`config.mk`:
```
export PLATFORM = sky130hd
export DESIGN_NAME = pipe_stage_elastic
export DESIGN_NICKNAME = d
export VERILOG_FILES = /design/src/rtl/pipe_pkg.sv /design/src/rtl/pipe_slot.sv /design/src/rtl/pipe_stage_elastic.sv
export SDC_FILE = /design/constraint.sdc
export NUM_CORES = 1
export LEC_CHECK = 0
export ABC_AREA = 1
export BUFFER_PORTS_ARGS = -buffer_cell sky130_fd_sc_hd__buf_2
export CORE_UTILIZATION = 45
export CTS_BUF_LIST = sky130_fd_sc_hd__clkbuf_8 sky130_fd_sc_hd__clkbuf_16
export DETAILED_ROUTE_END_ITERATION = 7
export PLACE_DENSITY = 0.67
export SKIP_LAST_GASP = 1
export SLEW_MARGIN = 20
export SYNTH_ARGS = -nofsm -noshare
export SYNTH_HDL_FRONTEND = slang
export SYNTH_HIERARCHICAL = 1
export SYNTH_SLANG_ARGS = --single-unit
```
`constraint.sdc`:
```
create_clock -name clk -period 1.3 [get_ports clk]
set_input_delay 0.195 -clock clk [delete_from_list [all_inputs] [get_ports clk]]
set_output_delay 0.195 -clock clk [all_outputs]
set_load 0.01 [all_outputs]
```
`src/rtl/pipe_pkg.sv`:
```
// pipe_pkg: shared occupancy states, bubble instruction and E/M field layout for pipeline stages
package pipe_pkg;
    typedef enum logic [1:0] {EMPTY = 2'd0, ONE = 2'd1, TWO = 2'd2} occ_e;
    localparam logic [31:0] NOP_INSTR = 32'h0000_0000;
    localparam int F_IR  = 0;
    localparam int F_PC  = 1;
    localparam int F_PC8 = 2;
    localparam int F_AO  = 3;
    localparam int F_RT  = 4;
endpackage

```
`src/rtl/pipe_slot.sv`:
```
// pipe_slot: payload register with load enable and synchronous active-low clear
module pipe_slot #(
    parameter int DW = 32
) (
    input  logic          clk,
    input  logic          reset,
    input  logic          ld,
    input  logic [DW-1:0] d,
    output logic [DW-1:0] q
);
    always_ff @(posedge clk)
        if (!reset) q <= '0;
        else if (ld) q <= d;
endmodule

```
`src/rtl/pipe_stage_elastic.sv`:
```
// pipe_stage_elastic: elastic inter-stage register with optional 2-entry skid buffer,
// flush, bubble payload on empty output and a saturating stall counter
module pipe_stage_elastic
    import pipe_pkg::*;
#(
    parameter int           W       = 32,
    parameter int           FIELDS  = 5,
    parameter bit           SKID    = 1'b1,
    parameter int           NOP_IDX = F_IR,
    parameter logic [W-1:0] NOP_VAL = W'(NOP_INSTR),
    parameter int           STALL_W = 16
) (
    input  logic                  clk,
    input  logic                  reset,
    input  logic                  flush,
    input  logic                  in_valid,
    output logic                  in_ready,
    input  logic [W*FIELDS-1:0]   in_data,
    output logic                  out_valid,
    input  logic                  out_ready,
    output logic [W*FIELDS-1:0]   out_data,
    output logic [1:0]            occupancy,
    output logic [STALL_W-1:0]    stall_cnt
);
    localparam int DW = W * FIELDS;
    localparam logic [DW-1:0] BUBBLE = DW'(NOP_VAL) << (NOP_IDX * W);
    occ_e state, state_n;
    logic accept, emit, h_ld;
    logic [DW-1:0] h_q, s_q;
    assign out_valid = state != EMPTY;
    // With the skid buffer, ready is a decode of state only, so out_ready never reaches in_ready
    assign in_ready  = SKID ? state != TWO : !out_valid || out_ready;
    assign accept    = in_valid && in_ready;
    assign emit      = out_valid && out_ready;
    assign occupancy = state;
    assign out_data  = out_valid ? h_q : BUBBLE;
    assign h_ld      = state == EMPTY ? accept : state == ONE ? accept && emit : emit;
    always_comb begin
        state_n = flush ? EMPTY
                : state == EMPTY ? (accept ? ONE : EMPTY)
                : state == ONE ? (accept && !emit ? TWO : !accept && emit ? EMPTY : ONE)
                : (emit ? ONE : TWO);
    end
    always_ff @(posedge clk)
        state <= !reset ? EMPTY : state_n;
    always_ff @(posedge clk)
        if (!reset) stall_cnt <= '0;
        else if (out_valid && !out_ready && stall_cnt != '1) stall_cnt <= stall_cnt + 1'b1;
    pipe_slot #(.DW(DW)) u_head (
        .clk   (clk),
        .reset (reset),
        .ld    (h_ld),
        .d     (state == TWO ? s_q : in_data),
        .q     (h_q)
    );
    generate
        if (SKID) begin : g_skid
            pipe_slot #(.DW(DW)) u_skid (
                .clk   (clk),
                .reset (reset),
                .ld    (state == ONE && accept && !emit),
                .d     (in_data),
                .q     (s_q)
            );
        end else begin : g_noskid
            assign s_q = '0;
        end
    endgenerate
endmodule

```
==> metrics.md <==
| Metric | Value |
|---|---|
| Die height | 203 µm |
| Largest net degree at the start of global routing | 76 |
| Drt total wl | approximately 55000 µm |
| Number of enable flip-flop cells after synthesis | 0 |
| Main synth FF type | dfxtp_1 |
| Die width | 203 µm |
| Synthesized netlist net count | 2880 |
| Worst hold slack | 0.0841 ns |
| Rows | 73 |
| Crit-path max FO | 7 |
| Worst slew margin | 0.766 |
| Startpoint types | register |
| Leakage | 13.3 nW |
| CP peak stage delay | 0.37 ns |
| Core ar. | 39700 µm² |
| Die Area | a little over 40000 µm² |
| Global Route Usage Sum | 0.227 |
| Via count | approximately 18000 |
| Post-synth ARST share | 0 |
| Fraction of layout cells with a size suffix above 1 | 0.307 |
| Critical path endpoint category | output port |
| Clock sink total | approximately 340 |
| Outcome | finished, violations left |
| Vias in the first global route | 16400 |
| First-pass GRT wire length | about 78000 µm |
| Mapped cell area | 18100 µm² |
| First-iteration detailed-routing DRC count | 1011 |
| Type of the most critical hold path | input port to register |
| Hold Crit Depth | 5 |
| Worst skew pair latency | 0.56 ns |
| CP arrival | approximately 1.8 ns |
| Crit path kind | register to output port |
| Clock root cell | clkbuf_16 |
| Initial antenna violation count | 3 |
| RSZ-0062 raised after global routing | true |
| Fmax | a little over 500 MHz |
| CTS HTree Levels | 2 |
| Final Cycle Share | 1.53 |
| I/O pins | 345 |
| Clock transition at the registers of the reported paths | 0.06 ns |
| CTS tree | done |
| CP required | 1.11 ns |
| Starting Density | 0.456 |
| Post-route ant nets | 0 |
| #FFs+latches synth | around 340 |
| Place WS | -0.270 ns |
| Gpl congestion | 0.864 |
| Final critical-path setup slack | -0.686 ns |
| Fin crit period | 1.99 ns |
| Seq/Total Area, Yosys | 0.373 |
| Clock Skews | a little under 0.02 ns |
| Setup violations, final | 515 |
| TritonCTS Buffers | 40 |
| Synth Instances | between 2000 and 3000 |
| Crit path top cell by count | buf_12 |
| Worst R2R Path Depth | 11 |
| Count of final hold-check violations | 0 |
| 1st-pass router iterations | 7 |
| Routed wire length per instance | 14.2 µm |
| Worst IR drop on VDD | 0.000831 V |
| Yosys cell types | 29 |
| R2R setup slack | -0.49 ns |
| Least-Margin Pin Slew | 0.351 ns |
| Layout Area Growth over Synthesis | 44.8% |
| Warning count from the yosys run | 6 |
| NumNets Final | 3472 |
| IO buf count | between 300 and 400 |
| Drt drc | 0 |
| Vias per cell | 4.60 |
| HPWL Detailed | between 30000 and 40000 µm |
| Mean post-synth cell area | 6.68 µm² |
| Max Transition Viols Final | 0 |
| CP cell instances | nor2_4 > buf_12 > buf_12 > buf_16 > nor2_1 > buf_2 |
| Remaining global-route overflow | 0 |
| Maxcap violations | 0 |
| Failing checks | negative setup slack |
| CP max stage cell | dfxtp_4 |
| Maximum root-to-sink buffer count | 3 |
| Utilization after layout | 0.660 |
| PwrDens | slightly above 1000 nW/µm² |
-- cell usage in the layout (no fill, tap or decap), drive strengths merged --
master         n
mux2         160
nand3b         1
clkbuf        86
buf          496
dfxtp        338
diode          2
nor4           1
a21oi         13
or2            1
dlygate4sd3  162
ha             1
nand2        686
o21ai          2
bufinv         3
inv          513
nor3           1
nand4          1
nand3         18
nor2         846
clkinv         7
-- synthesized netlist by cell type (2+ instances only) --
library cell	number	area, µm²
nand2_1	661	2480
buf_4	44	330
nand3_1	15	75.1
buf_12	2	40.0
buf_2	37	185
nand3_2	2	20.0
mux2_1	89	1000
dfxtp_1	338	6770
nor2_2	166	1040
inv_1	498	1870
clkbuf_1	14	52.6
nand2_2	24	150
mux2_2	71	800
nor2_1	674	2530
a21oi_1	13	65.1
nor2_4	5	56.3
inv_2	2	7.51
buf_6	48	541
-- per-stage QoR --
stage	cells	instance area, µm²	TNS, ns	total power (W)
finish	3863	26200	-207.20	0.0270
global route	3863	26200	-251.39	0.0282
CTS	3786	23900	-188.12	0.0264
detailed placement	3549	20900	-79.31	0.0146
global placement	3549	20900	-70.80	0.0145
floorplan	2714	18300	-22.12	0.0136
-- kinds of logic (layout without fill, tap and decap cells) --
logic type,count (synthesis),count (layout),share of synthesized area
compound gates,15,15,0.00414
fa+ha+maj,1,1,0.000690
buf+inv,646,1267,0.167
flops,338,338,0.373
mux,160,160,0.0994
other cells,0,2,0
simple gates,1554,1555,0.355
-- report_power, final --
group | internal (W) | leakage (nW) | switching [W]
sequential | 0.0109 | 2.78 | 0.000282
clock | 0.00680 | 0.707 | 0.00455
combinational | 0.00219 | 9.81 | 0.00230
total | 0.0199 | 13.3 | 0.00713
-- critical path: cells and delay by family (launching register included) --
kind | cells | cell delay [ns]
buf+inv | 4 | 0.58
flops | 1 | 0.37
simple gates | 2 | 0.28
-- repair_timing --
action / in CTS / in global routing
pin swaps: 1 / 7
hold buffers: 162 / 0
setup buffers: 2 / 28
hold endpoints to repair: 167 / 0
setup endpoints to repair: 515 / 516
cloned: 1 / 47
gates resized for setup: 7 / 252
-- area by class of cell --
class	count	area (µm²)
antenna	2	5.00
fill	3130	13500
inverter	501	1890
tap	525	657
timing repair buffer	694	6530
clock inverter	22	201
clock buffer	50	1140
sequential	338	6790
multi-input combinational	1731	9040
-- layer usage --
layer	vias to the layer above	part of all wire	global-route usage
li1	8996	-	-
met1	8125	0.44	0.289
met2	526	0.48	0.388
met3	102	0.054	0.0429
met4	2	0.027	0.0706
met5	-	0.00024	0
-- worst paths after layout --
check                                          start                   end
worst min-delay path                        in_valid          occupancy[0]
worst max-delay path                    occupancy[1]          out_data[75]
worst min register to register  g_skid.u_skid/q[139]  g_skid.u_skid/q[139]
worst max register to register          occupancy[1]          u_head/q[58]
-- flip-flops by register name (all words and copies together), names as in the netlist --
register and count:
occupancy 2, stall_cnt 16, u_head/q 160, g_skid.u_skid/q 160
Note: power is estimated with default switching activity, not from simulation.
